--- src/rtl/port_hex_display.sv ---
// Round-robin decimal display of the low bytes of three output ports.
// Each byte is converted with a sequential double-dabble and shown as two 7-segment digits.
module port_hex_display #(
  parameter bit SEG_ACTIVE_LOW = 1'b1,
  parameter int HOLD_CYCLES    = 0
) (
  input  logic        io_clk,
  input  logic        reset,
  input  logic [31:0] out_port0,
  input  logic [31:0] out_port1,
  input  logic [31:0] out_port2,
  input  logic        enable,
  output logic [6:0]  hex0,
  output logic [6:0]  hex1,
  output logic [6:0]  hex2,
  output logic [6:0]  hex3,
  output logic [6:0]  hex4,
  output logic [6:0]  hex5,
  output logic        upd,
  output logic [1:0]  cur_port
);

  localparam logic [1:0] ST_LOAD  = 2'd0;
  localparam logic [1:0] ST_SHIFT = 2'd1;
  localparam logic [1:0] ST_STORE = 2'd2;
  localparam logic [1:0] ST_HOLD  = 2'd3;

  localparam logic [6:0] SEG_XOR   = SEG_ACTIVE_LOW ? 7'h7F : 7'h00;
  localparam logic [6:0] SEG_BLANK = 7'h00 ^ SEG_XOR;
  localparam logic [6:0] SEG_DASH  = 7'h40 ^ SEG_XOR;
  localparam logic [8:0] HOLD_LIM  = 9'(HOLD_CYCLES);

  // Digit to segments {g,f,e,d,c,b,a}, polarity applied; non-decimal codes blank.
  function automatic logic [6:0] seg_encode(input logic [3:0] d);
    logic [6:0] s;
    case (d)
      4'd0:    s = 7'h3F;
      4'd1:    s = 7'h06;
      4'd2:    s = 7'h5B;
      4'd3:    s = 7'h4F;
      4'd4:    s = 7'h66;
      4'd5:    s = 7'h6D;
      4'd6:    s = 7'h7D;
      4'd7:    s = 7'h07;
      4'd8:    s = 7'h7F;
      4'd9:    s = 7'h6F;
      default: s = 7'h00;
    endcase
    return s ^ SEG_XOR;
  endfunction

  // One double-dabble iteration on {hundreds,tens,units,bin}.
  function automatic logic [19:0] dabble_step(input logic [19:0] r);
    logic [19:0] t;
    t = r;
    t[11:8]  = (t[11:8]  >= 4'd5) ? t[11:8]  + 4'd3 : t[11:8];
    t[15:12] = (t[15:12] >= 4'd5) ? t[15:12] + 4'd3 : t[15:12];
    t[19:16] = (t[19:16] >= 4'd5) ? t[19:16] + 4'd3 : t[19:16];
    return {t[18:0], 1'b0};
  endfunction

  logic [1:0]      state_q, state_d;
  logic [1:0]      cur_port_q, cur_port_d;
  logic [19:0]     shreg_q, shreg_d;
  logic [2:0]      cnt_q, cnt_d;
  logic [7:0]      hold_q, hold_d;
  logic            upd_q, upd_d;
  logic [5:0][6:0] hex_q, hex_d;
  logic [7:0]      port_byte_s;
  logic [6:0]      tens_seg_s, units_seg_s;
  logic            unused_port_bits_s;

  assign unused_port_bits_s = ^{out_port0[31:8], out_port1[31:8], out_port2[31:8]};

  // Select the byte of the port currently being scanned.
  always_comb begin
    port_byte_s = out_port0[7:0];
    case (cur_port_q)
      2'd0:    port_byte_s = out_port0[7:0];
      2'd1:    port_byte_s = out_port1[7:0];
      2'd2:    port_byte_s = out_port2[7:0];
      default: port_byte_s = out_port0[7:0];
    endcase
  end

  // Digit pair for the finished conversion; three-digit values show as dashes.
  always_comb begin
    tens_seg_s  = SEG_DASH;
    units_seg_s = SEG_DASH;
    if (shreg_q[19:16] == 4'd0) begin
      tens_seg_s  = seg_encode(shreg_q[15:12]);
      units_seg_s = seg_encode(shreg_q[11:8]);
    end else begin
      tens_seg_s  = SEG_DASH;
      units_seg_s = SEG_DASH;
    end
  end

  // Scanner FSM next-state logic.
  always_comb begin
    state_d    = state_q;
    cur_port_d = cur_port_q;
    shreg_d    = shreg_q;
    cnt_d      = cnt_q;
    hold_d     = hold_q;
    upd_d      = 1'b0;
    hex_d      = hex_q;
    case (state_q)
      ST_LOAD: begin
        if (enable) begin
          shreg_d = {12'd0, port_byte_s};
          cnt_d   = 3'd0;
          state_d = ST_SHIFT;
        end else begin
          state_d = ST_LOAD;
        end
      end
      ST_SHIFT: begin
        shreg_d = dabble_step(shreg_q);
        cnt_d   = cnt_q + 3'd1;
        if (cnt_q == 3'd7) begin
          state_d = ST_STORE;
        end else begin
          state_d = ST_SHIFT;
        end
      end
      ST_STORE: begin
        upd_d      = 1'b1;
        hold_d     = 8'd0;
        cur_port_d = (cur_port_q == 2'd2) ? 2'd0 : cur_port_q + 2'd1;
        state_d    = (HOLD_LIM != 9'd0) ? ST_HOLD : ST_LOAD;
        case (cur_port_q)
          2'd0: begin
            hex_d[1] = tens_seg_s;
            hex_d[0] = units_seg_s;
          end
          2'd1: begin
            hex_d[3] = tens_seg_s;
            hex_d[2] = units_seg_s;
          end
          2'd2: begin
            hex_d[5] = tens_seg_s;
            hex_d[4] = units_seg_s;
          end
          default: hex_d = hex_q;
        endcase
      end
      ST_HOLD: begin
        if (({1'b0, hold_q} + 9'd1) >= HOLD_LIM) begin
          hold_d  = 8'd0;
          state_d = ST_LOAD;
        end else begin
          hold_d  = hold_q + 8'd1;
          state_d = ST_HOLD;
        end
      end
      default: state_d = ST_LOAD;
    endcase
  end

  // State and output registers; reset discards any partial conversion.
  always_ff @(posedge io_clk or posedge reset) begin
    if (reset) begin
      state_q    <= ST_LOAD;
      cur_port_q <= 2'd0;
      shreg_q    <= 20'd0;
      cnt_q      <= 3'd0;
      hold_q     <= 8'd0;
      upd_q      <= 1'b0;
      hex_q      <= {6{SEG_BLANK}};
    end else begin
      state_q    <= state_d;
      cur_port_q <= cur_port_d;
      shreg_q    <= shreg_d;
      cnt_q      <= cnt_d;
      hold_q     <= hold_d;
      upd_q      <= upd_d;
      hex_q      <= hex_d;
    end
  end

  assign hex0     = hex_q[0];
  assign hex1     = hex_q[1];
  assign hex2     = hex_q[2];
  assign hex3     = hex_q[3];
  assign hex4     = hex_q[4];
  assign hex5     = hex_q[5];
  assign upd      = upd_q;
  assign cur_port = cur_port_q;

endmodule

--- config.mk ---
export PLATFORM = sky130hd
export DESIGN_NAME = port_hex_display
export DESIGN_NICKNAME = d
export VERILOG_FILES = /design/src/rtl/port_hex_display.sv
export SDC_FILE = /design/constraint.sdc
export NUM_CORES = 1
export LEC_CHECK = 0
export BUFFER_PORTS_ARGS = -buffer_cell sky130_fd_sc_hd__buf_2
export CORE_AREA = 2 2 89 91
export CTS_BUF_LIST = sky130_fd_sc_hd__clkbuf_16
export CTS_CLUSTER_SIZE = 40
export DETAILED_ROUTE_END_ITERATION = 10
export DIE_AREA = 0 0 91 93
export HOLD_SLACK_MARGIN = 0.15
export PLACE_DENSITY = 0.78
export SLEW_MARGIN = 20
export SYNTH_ARGS = -nofsm -noshare
export SYNTH_HDL_FRONTEND = slang
export SYNTH_SLANG_ARGS = --single-unit
--- constraint.sdc ---
create_clock -name io_clk -period 3.4 [get_ports io_clk]
set_clock_uncertainty 0.1 [all_clocks]
set_input_delay 1.02 -clock io_clk [delete_from_list [all_inputs] [get_ports io_clk]]
set_output_delay 1.02 -clock io_clk [all_outputs]
set_load 0.02 [all_outputs]
==> results.md <==
- The flow ran to the end, and the final reports show no timing, DRC or antenna violations.
- The global-route wire length before repair is 12400 um.
- The number of buffer and inverter stages on the critical path is 1.
- Timing analysis after detailed placement gives a worst setup slack of 1230 ps.
- The number of global-route vias before repair came to 2638.
- The synthesized design contains 0 enable-type register cells.
- The die covers 8460 um2.
- The detailed-route DRC error count is 0.
- The routed design has 7280 um of wire.
- The synthesis-stage register bit count is 70.
- The startpoint type of the worst setup path is a flip-flop.
- The clock tree from TritonCTS is built.
- The overall die height is 93 um.
- For the finished layout, the period the worst path requires is 2150 ps.
- The maximum VDD drop is 0.342 mV.
- STA classifies the critical path endpoint as an output port.
- The slowest stage of the critical path belongs to the cell dfstp_2.
- For this configuration, the core starts out at a cell density of 46.2%.
- Setup repair after global routing left no endpoint under its margin.
- The number of gates resized after CTS is 0.
- The terminating pin of the worst hold path is hex4[0]$_DFFE_PP1P_.
- The clock latency on the worst-skew pair is 330 ps.
- The number of distinct library cell variants in the gate-level netlist after synthesis is 41.
- Counting flops with an async set or reset pin after synthesis yields a share of 100%.
- For this design the static power due to leakage is 1.98 nW.
- Buffers placed on the I/O ports in this run total 71.
- The finished layout holds 517 standard cells, fillers aside.
- The hold path startpoint is hex4[0]$_DFFE_PP1P_.
- At the worst endpoint, the required time is 2280 ps.
- The post-route antenna net violation count is 0.
- In this run the critical register-to-register path is captured at hex5[4]$_DFFE_PP1P_.
- The reg2reg setup slack is 1510 ps.
- The sequential cell area fraction in the yosys report is 51.8%.
- Entering global routing, the biggest net connects 31 pins.
- The signal on the critical path passes through buf_2.
- For this design the top-level I/O count stands at 144.
- The diode insertion count for antenna repair is 0.
- The headroom to the max-slew limit is 59.4%.
- The tree built by TritonCTS fans out to 70 sinks.
- In this run the mean area of a mapped cell was 10.1 um2.
- The number of hold violations in the final report was 0.
- The number of buffers created by CTS is 9.
- In the post-route analysis, the smallest setup slack over all paths is 1250 ps.
- The transition time of the tightest slew-check pin is 609 ps.
- The startpoint identified for the worst register-to-register timing path is state_q[1]$_DFF_PP0_.
- The detailed-placement wirelength estimate is 5090 um.
- The power per unit of standard cell area is 921 nW/um2.
- The final critical-path share of the clock period is 63.2%.
- By count the netlist is led by nand2_1 (53), dfstp_2 (42), o21ai_0 (38).
- By startpoint and endpoint, the worst setup path is classified as flip-flop to output port.
- The worst hold path was traced through 2 stages.
- Derived from the worst setup path, the maximum achievable clock frequency is 465 MHz.
- The leftover overflow at the end of global routing is 0.
- The worst endpoint data arrival time is 1030 ps.
- In the routed layout, each cell is associated on average with a via count of 5.20.
- When the netlist entered floorplanning its net count stood at 462.
- The layout net count is 528.
- Summing over every cut layer, the via total after detailed routing is 2687.
- Among all flip-flop cells after synthesis, the most frequent one is dfstp_2.
- The number of detailed-routing iterations run before antenna repair is 7.
- The global-route usage over all layers is 18.3%.
- Summed over all failing endpoints, the final setup total negative slack is 0 ps.
- On the worst path, the slowest cell contributes a delay of 530 ps.
- After technology mapping, the gate count stands at 344.
- Along the worst path, the maximum fanout reaches 2.
- The count of final max-slew check failures is 0.
- The longest clock path from root to sink contains 2 buffers.
- In the final routed layout, each cell accounts on average for 14.1 um.
- The portion of synthesized cell area occupied by the leading cell type is 31.7%.
- Summed over all instances, the cell type with the most area after synthesis is dfstp_2.
- The post-route netlist has 35.2% of its cells at a drive strength greater than 1.
- In this run, post-CTS hold repair placed 0 buffers.
- Clock-pin slew was measured on the worst setup and hold paths at 60 ps.
- The core region is 7530 um2.
- The number of warnings printed during yosys synthesis is 0.
- The root buffer cell is clkbuf_16.
- In this run, placement finished with an instance count of 501.
- The mapped netlist covers 3480 um2.
- The floorplan has 32 rows.
- Setup violations remaining at the end of the flow were counted as 0.
- Broken down by cell family, the worst path's largest delay share belongs to flip-flops.
- The launching instance or port of the critical path is hex5[2]$_DFFE_PP1P_.
- Sorting the synthesized cells by area gives the leading types as dfstp_2 (32%), dfrtp_1 (20%), ha_1 (6.8%), nand2_1 (5.7%), o21ai_0 (5.5%).
- In this run the number of H-tree levels came out at 3.
- The cell with the most instances after synthesis is nand2_1.
- The number of max-cap violations is 0.
- The routability-driven placement congestion ratio is 0.788.
- The number of antenna violations at the first check in global routing was 0.
- The post-CTS setup buffer count is 0.
- The die is 91 um wide.
- For this block, the initial DRC count from the detailed router was 126.
- The layout overhead on the synthesized area is 20.3%.
- For the worst flop-to-flop path, the logic depth is 3.
- In this run the worst hold path is classified as flip-flop to flip-flop.
## stage by stage
stage / total power [W] / util [%] / instance area, um2 / hold slack, ps
after floorplan: 0.00253 / - / 3480 / 350
after global placement: 0.00284 / 51.4 / 3870 / 351
after detailed placement: 0.00290 / 51.4 / 3870 / 355
after CTS: 0.00389 / 55.7 / 4190 / 363
after global routing: 0.00414 / 55.7 / 4190 / 383
final: 0.00386 / 55.7 / 4190 / 362
## report_power, final
group,switching [W],total [W],internal (W)
registers,0.000226,0.00140,0.00117
logic,0.000894,0.00150,0.000601
clock network,0.000353,0.000968,0.000615
total,0.00147,0.00386,0.00238
## state kept, by name (all words and copies together), names as in the netlist
| signal | count |
|---|---|
| shreg_q | 20 |
| hex0 | 7 |
| hex1 | 7 |
| hex2 | 7 |
| hex3 | 7 |
| hex4 | 7 |
| hex5 | 7 |
| cnt_q | 3 |
| cur_port | 2 |
| state_q | 2 |
| upd | 1 |
## placed cells by master, fill, tap and decap left out, types with 7 or more instances in the layout
master and count:
a21oi_1 12, nor3_1 9, dfrtp_1 28, nand2_1 53, buf_2 71, a22oi_1 8
o22a_1 7, dfstp_2 42, clkbuf_16 10, nand2b_1 13, o21ai_0 38, ha_1 19
o21ai_1 19, a221oi_1 7, nor2_1 8, inv_1 19
## final cells by class
type / instances / area, um2
clock inverter: 6 / 67.6
inverter: 20 / 75.1
multi-input combinational: 235 / 1490
sequential: 70 / 1800
tap: 102 / 128
clock buffer: 10 / 250
timing repair buffer: 74 / 378
fill: 647 / 3340
## worst max path at each step
stage               cells after the start                      end  slack, ps
global placement                        5  shreg_q[11]$_DFFE_PP0P_       1260
finish                                  1                  hex5[2]       1250
floorplan                               1     cnt_q[0]$_DFFE_PP0P_        580
global route                            1                  hex4[5]       1230
detailed placement                      5  shreg_q[15]$_DFFE_PP0P_       1230
CTS                                     1                  hex3[5]       1240
## cells by family after synthesis
group / after synthesis / synth area share [%]
flip-flops: 70 / 51.8
AO/OA/AOI/OAI: 110 / 19.6
AND/OR/NAND/NOR: 96 / 13.6
buffers and inverters: 39 / 5.46
XOR/XNOR: 6 / 1.51
multiplexers: 4 / 1.19
adder cells (fa/ha/maj): 19 / 6.83
## worst min-delay path, cell delays in order, from the launching register on
cell,delay [ps]
dfstp_2,360
nand2_1,40
o21ai_1,50
## per-layer routing
layer,vias to the layer above,global-route usage [%],routed length (um)
li1,1326,-,-
met1,1274,23.3,3270
met2,79,30.7,3590
met3,8,4.03,319
met4,0,6.82,102
met5,-,0,0
(Power assumes the default switching activity.)
